File: src/rtl/reg_file_if.sv
// Read-port bundle between decode (client) and the register file (server).
// The client drives the address; the server returns the value combinationally.
interface regfile_read_if #(
  parameter int XLEN  = 32,
  parameter int NREGS = 32
);
  logic [$clog2(NREGS)-1:0] addr;
  logic [XLEN-1:0]          val;

  modport Server (input addr, output val);
  modport Client (output addr, input val);
endinterface

File: src/rtl/reg_file.sv
// Architectural integer register file: two combinational read ports, one writeback
// port and a per-register pending-write scoreboard. Optional macro REGFILE_BYPASS_EN.
module reg_file #(
  parameter int XLEN  = 32,
  parameter int NREGS = 32
) (
  input  logic                     clk,
  input  logic                     rst,
  regfile_read_if.Server           read0,
  regfile_read_if.Server           read1,
  input  logic                     wbValid,
  input  logic [$clog2(NREGS)-1:0] wbRd,
  input  logic [XLEN-1:0]          wbVal,
  input  logic                     rsvValid,
  input  logic [$clog2(NREGS)-1:0] rsvRd,
  output logic                     busy0,
  output logic                     busy1
);

  localparam int AW = $clog2(NREGS);

  logic [XLEN-1:0]  regs [1:NREGS-1];
  logic [NREGS-1:1] busy;
  logic [NREGS-1:1] busyNext;

  logic             wbHit;
  logic             rsvHit;
  logic [XLEN-1:0]  val0;
  logic [XLEN-1:0]  val1;
  logic             pend0;
  logic             pend1;

  assign wbHit  = wbValid  && (wbRd  != '0);
  assign rsvHit = rsvValid && (rsvRd != '0);

  // Clear before set so a same-cycle release and reserve leaves the newer producer pending.
  always_comb begin
    busyNext = busy;
    if (wbHit) begin
      busyNext[wbRd] = 1'b0;
    end
    if (rsvHit) begin
      busyNext[rsvRd] = 1'b1;
    end
  end

  always_ff @(posedge clk) begin
    if (rst) begin
      for (int i = 1; i < NREGS; i++) begin
        regs[i] <= '0;
      end
      busy <= '0;
    end else begin
      if (wbHit) begin
        regs[wbRd] <= wbVal;
      end
      busy <= busyNext;
    end
  end

  always_comb begin
    val0  = '0;
    pend0 = 1'b0;
    if (read0.addr != '0) begin
      val0  = regs[read0.addr];
      pend0 = busy[read0.addr];
    end
`ifdef REGFILE_BYPASS_EN
    if (wbHit && (wbRd == read0.addr)) begin
      val0  = wbVal;
      pend0 = 1'b0;
    end
`endif
  end

  always_comb begin
    val1  = '0;
    pend1 = 1'b0;
    if (read1.addr != '0) begin
      val1  = regs[read1.addr];
      pend1 = busy[read1.addr];
    end
`ifdef REGFILE_BYPASS_EN
    if (wbHit && (wbRd == read1.addr)) begin
      val1  = wbVal;
      pend1 = 1'b0;
    end
`endif
  end

  assign read0.val = val0;
  assign read1.val = val1;
  assign busy0     = pend0;
  assign busy1     = pend1;

endmodule

File: src/flat_wrapper.sv
// flat-port wrapper written by rule: the top's interface ports become plain ports
module reg_file_flat 
#(
  parameter int XLEN  = 32,
  parameter int NREGS = 32
)
  (clk, rst, wbValid, wbRd, wbVal, rsvValid, rsvRd, busy0, busy1, read0_addr, read0_val, read1_addr, read1_val);
  regfile_read_if #(.XLEN(XLEN), .NREGS(NREGS)) read0_i ();
  regfile_read_if #(.XLEN(XLEN), .NREGS(NREGS)) read1_i ();
  input  logic clk;
  input  logic rst;
  input  logic wbValid;
  input  logic [$clog2(NREGS)-1:0] wbRd;
  input  logic [XLEN-1:0] wbVal;
  input  logic rsvValid;
  input  logic [$clog2(NREGS)-1:0] rsvRd;
  output logic busy0;
  output logic busy1;
  input wire logic [$bits(read0_i.addr)-1:0] read0_addr;
  output wire logic [$bits(read0_i.val)-1:0] read0_val;
  input wire logic [$bits(read1_i.addr)-1:0] read1_addr;
  output wire logic [$bits(read1_i.val)-1:0] read1_val;
  assign read0_i.addr = read0_addr;
  assign read0_val = read0_i.val;
  assign read1_i.addr = read1_addr;
  assign read1_val = read1_i.val;
  reg_file #(.XLEN(XLEN), .NREGS(NREGS)) u_core (.clk(clk), .rst(rst), .read0(read0_i), .read1(read1_i), .wbValid(wbValid), .wbRd(wbRd), .wbVal(wbVal), .rsvValid(rsvValid), .rsvRd(rsvRd), .busy0(busy0), .busy1(busy1));
endmodule
File: config.mk
export PLATFORM = sky130hd
export DESIGN_NAME = reg_file_flat
export DESIGN_NICKNAME = d
export VERILOG_FILES = /design/src/rtl/reg_file_if.sv /design/src/rtl/reg_file.sv /design/src/flat_wrapper.sv
export SDC_FILE = /design/constraint.sdc
export NUM_CORES = 2
export LEC_CHECK = 0
export ABC_AREA = 1
export CAP_MARGIN = 15
export CELL_PAD_IN_SITES_DETAIL_PLACEMENT = 1
export CELL_PAD_IN_SITES_GLOBAL_PLACEMENT = 1
export CORE_MARGIN = 2
export CORE_UTILIZATION = 49
export CTS_BUF_LIST = sky130_fd_sc_hd__clkbuf_8
export DETAILED_ROUTE_END_ITERATION = 8
export PLACE_DENSITY = 0.85
export SYNTH_ARGS = -nofsm -noshare
export SYNTH_HDL_FRONTEND = slang
export SYNTH_SLANG_ARGS = --single-unit
export TNS_END_PERCENT = 10
File: constraint.sdc
create_clock -name clk -period 5.9 [get_ports clk]
set_input_delay 1.475 -clock clk [delete_from_list [all_inputs] [get_ports clk]]
set_output_delay 1.475 -clock clk [all_outputs]
set_load 0.05 [all_outputs]
---- After elaboration in Yosys (flattened, before gate mapping) ----
Memory sizes are Yosys's and may differ from the RTL's.
Cells that the tools add are included.
cells by class
  $lt $le $gt $ge ......................... 6
  muxes and demuxes ....................... 22
  bitwise logic cells ..................... 3
  reduce and logical (&&, ||, !) cells .... 9
operators with widths
  operator                                              count
  two-way mux 32 bit                                    3
  two-way mux 31 bit                                    2
  OR reduction 32 bit                                   1
  AND 31 bit                                            1
  inverter 31 bit                                       1
  OR 31 bit                                             1
  < comparator 5 x 6 -> 1 bit (second input constant)   4
  nonzero test 5 bit                                    4
  two-way mux 1 bit                                     12
  binary-select mux 1 bit (select 5 bit)                2
  demux 1 bit (select 5 bit)                            2
  >= comparator 5 x 1 -> 1 bit (second input constant)  2
  two-way mux 5 bit                                     1
  logical AND 1 bit                                     4
storage, ports and cells
  register bits ........................... 31
  memory bits (writable) .................. 992
  input bits .............................. 56
  output and inout port bits .............. 66
  logic and storage cells ................. 42
  memories kept ........................... 1
memories
  name         depth  width  rd ports  clocked after Yosys merged registers in  wr ports  line            source
  u_core.regs  31     32     2         0                                        31        reg_file.sv:22  logic [XLEN-1:0] regs [1:NREGS-1];

---- Logic depth before layout (Yosys ltp) ----
  word-level depth ........................ 9
  mapped depth ............................ 14

---- Least setup slack after synthesis ----
Ideal clock, no wire load.
  path type ............................... input -> output
  start point ............................. input port read0_addr[2]
  end point ............................... output port read0_val[20]
  data arrival time ....................... 3228 ps
  data required time ...................... 4425 ps
  slack ................................... 1197 ps
  stages .................................. 10
  path buffers ............................ 3
  cells stage by stage .................... buf_2 > inv_2 > clkbuf_1 > clkbuf_1 > nand3_1 > nand2_1 > nand2_1 > nand3_1 > nand2_1 > nor2_1
on the way
  longest elaborated chain between the ends .. 2
  elaborated cells on any way between the ends .. 3
  classes of those cells .................. mux (1); reduce/logical (1); memory (1)
RTL lines
  what                                                               line                source
  start, declared                                                    flat_wrapper.sv:19  input wire logic [$bits(read0_i.addr)-1:0] read0_addr;
  memory (31 x 32 bit) / nonzero test 5 bit (equally long branches)  -
  two-way mux 32 bit *                                               reg_file.sv:64      if (read0.addr != '0) begin
  end, declared                                                      flat_wrapper.sv:20  output wire logic [$bits(read0_i.val)-1:0] read0_val;
Every way passes the cells marked *; elsewhere a longest branch is shown, timed or not.

---- Worst setup path after layout ----
  start point ............................. input port read0_addr[0]
  end point ............................... output port read0_val[14]
Same word-level chain as after synthesis.

==> results.cfg <==
[outcome]
status = complete, no violations

[timing]
max_slew.worst_pin.slew_ns = 1.29
final-hold-violation-count = 0
fmax_mhz = 180
relSlewSlack_pct = 14.1
fin_worst_skew_ns = 0
min_period_over_period_pct = 94.0
tns_ns = 0
rsz0062_at_grt = false
finalSetupViolations = 0
slew_viol_final = 0
post-route-min-period_ns = 5.54

[setup_path]
crit_required_ns = 4.43
cp-start-kind = input pin
rr_worst_depth = 2
worstPathArrival_ns = 4.07
crit_path_start = read0_addr[0]
path_class = input pin to output port
crit_fanout = 75
worstSetupEndpointType = output port
crit_slowest_cell = nand3_1
cp_common_cell = nand2_1
r2r_end = u_core.busy[25]
crit_chain = buf_8, inv_8, buf_12, nand2_1, nand3_1, nand3_1, nand2_1, nand2_1, nand3_1, nand2_1, nor2_1, buf_4, buf_12
timing.rr.start = u_core.busy[25]
slowest_delay_ns = 0.39
critPathCapture = read0_val[14]
r2r_setup_slack_ns = 5.22

[routing]
drc = 0
drt-initial-drc-count = 8796
viasPerCell = 6.47
wl_um = 266000
dr_total_vias = 59200
ant_nets = 0
dr.pass1.iters = 6
post_drt_wl_per_cell_um = 29.0

[synthesis]
synth_common_cells = 2525 x nand2_1, 1410 x nor2_1, 1071 x nand3_1
yosysMostFrequentCell = nand2_1
synth_ff_type = edfxtp_1
yosysSeqAreaShare_pct = 54.0
synth-edff-count = 1024
ys_top_cells_by_area = edfxtp_1 53%, nand2_1 16%, nand3_1 9.2%, nor2_1 9.1%, clkbuf_1 2.4%
synth_area_um2 = 58100
synthArstFlopShare_pct = 0
syn_inst = 7529
ys_ff_latch = 1055
yosys_warnings = 0
synth.distinct_cells = 26
synth_top_area_share_pct = 52.9
yosysTopAreaCell = edfxtp_1
syn_area_per_cell_um2 = 7.72

[grt]
grt_usage_pct = 43.1
grt_pass1_vias = 60400
grt_pass1_wl_um = 384000
antenna_found_initial = 5
grt-ovfl-total = 0
grt_max_degree = 107

[clock_network]
post_cts_buffers = 0
htreeDepth = 4
cts_tree = built
cts_buffers = 184
clockBufferDepth = 3
cts.sinks = 1055
cts_root_buf = clkbuf_8
clk_pin_slew_ns = 0.06
cts-hold-fix-buffers = 0
ctsResizeCount = 0
clk_latency_ns = 0.92

[floorplanning]
rows = 126
die_h_um = 348
dieArea_um2 = 121000
design.core.area_um2 = 118000
io_pins = 122
die_w_um = 348
initial_utilization_pct = 49.3

[layout]
nets = 7535
final_util_pct = 55.6
drive_gt1_share_pct = 8.00
nFillCells = 14400
final_cell_count_no_fill = 9150
design_area_um2 = 65500
area_delta_synth_final_pct = 12.7

[pwr]
ir_drop_mv = 0.259
p_per_area_nw_per_um2 = 279
total_leakage_power_nw = 27.9

[placed_design]
dp_cells = 8821
portBuffers = 121
dp_hpwl_um = 156000
place_congestion = 0.947
dpl_cell_area_um2 = 62100

[job]
cap_violations = 0

[hold_path]
hold_class = register to register
## stage by stage
stage,hold slack (ns),setup WS (ns),power (mW)
2_1_floorplan,0.454,1.20,10.6
3_3_place_gp,0.477,0.544,12.0
3_5_place_dp,0.488,0.560,12.1
4_1_cts,0.500,0.558,18.1
5_1_grt,0.532,0.364,18.7
6_report,0.502,0.355,18.3
## kinds of logic (layout without fill, tap and decap cells)
family                 count (synthesis)  after routing  share of synthesized area (%)
AND/OR/NAND/NOR                     5053           5053                           35.2
flip-flops                          1055           1055                           54.0
buffers and inverters                913            963                           6.41
AO/OA/AOI/OAI                        507            507                           4.41
other                                  1             36                        0.00645
## placed cells by master, fill, tap and decap left out, types with 29 or more instances in the layout
master / count
dfxtp_1: 31
buf_4: 169
nand3_2: 29
conb_1: 32
clkinv_1: 30
buf_12: 127
inv_1: 345
nand3_1: 1052
a21oi_1: 226
nand2_1: 2498
o21ai_0: 261
edfxtp_1: 1024
clkdlybuf4s50_1: 45
nor2_1: 1409
clkbuf_8: 191
## sequential cells by signal (all words and copies together) (netlist names)
register / flops
u_core.busy: 31
u_core.regs: 1024
## routing by layer
| metal | global-route usage (%) | part of all wire (%) |
|---|---|---|
| met5 | 0 | 0.018 |
| met4 | 30.0 | 7.8 |
| met3 | 11.9 | 14 |
| met2 | 65.6 | 44 |
| met1 | 53.1 | 35 |
## where the power goes
group | switching [mW] | leakage (nW) | internal, mW
sequential | 0.230 | 10.0 | 8.63
combinational | 2.34 | 16.0 | 0.914
clock | 3.22 | 1.88 | 2.97
## how the worst min path moves through the flow
stage | slack, ns | cells past startpoint | endpoint | start
3_5_place_dp | 0.49 | 2 | u_core.busy[2] | u_core.busy[2]
2_1_floorplan | 0.45 | 2 | u_core.busy[1] | u_core.busy[1]
6_report | 0.50 | 2 | u_core.busy[1] | u_core.busy[1]
5_1_grt | 0.53 | 2 | u_core.busy[7] | u_core.busy[7]
3_3_place_gp | 0.48 | 2 | u_core.busy[1] | u_core.busy[1]
4_1_cts | 0.50 | 2 | u_core.busy[1] | u_core.busy[1]
## critical path: cells and delay by family
family	cells	cell delay, ns
buffers and inverters	5	1.29
and+or+nand+nor	8	1.13
## cell type report
cell class	count	area [µm²]	area share [%]
Sequential cell	1055	31400	47.9
Multi-Input combinational cell	5592	23400	35.7
Timing Repair Buffer	356	4560	6.96
Clock buffer	191	2630	4.01
Tap cell	1536	1920	2.93
Inverter	290	1120	1.71
Clock inverter	126	537	0.819
Antenna cell	4	10.0	0.0153
No activity file was read; power rests on OpenSTA's default activity.
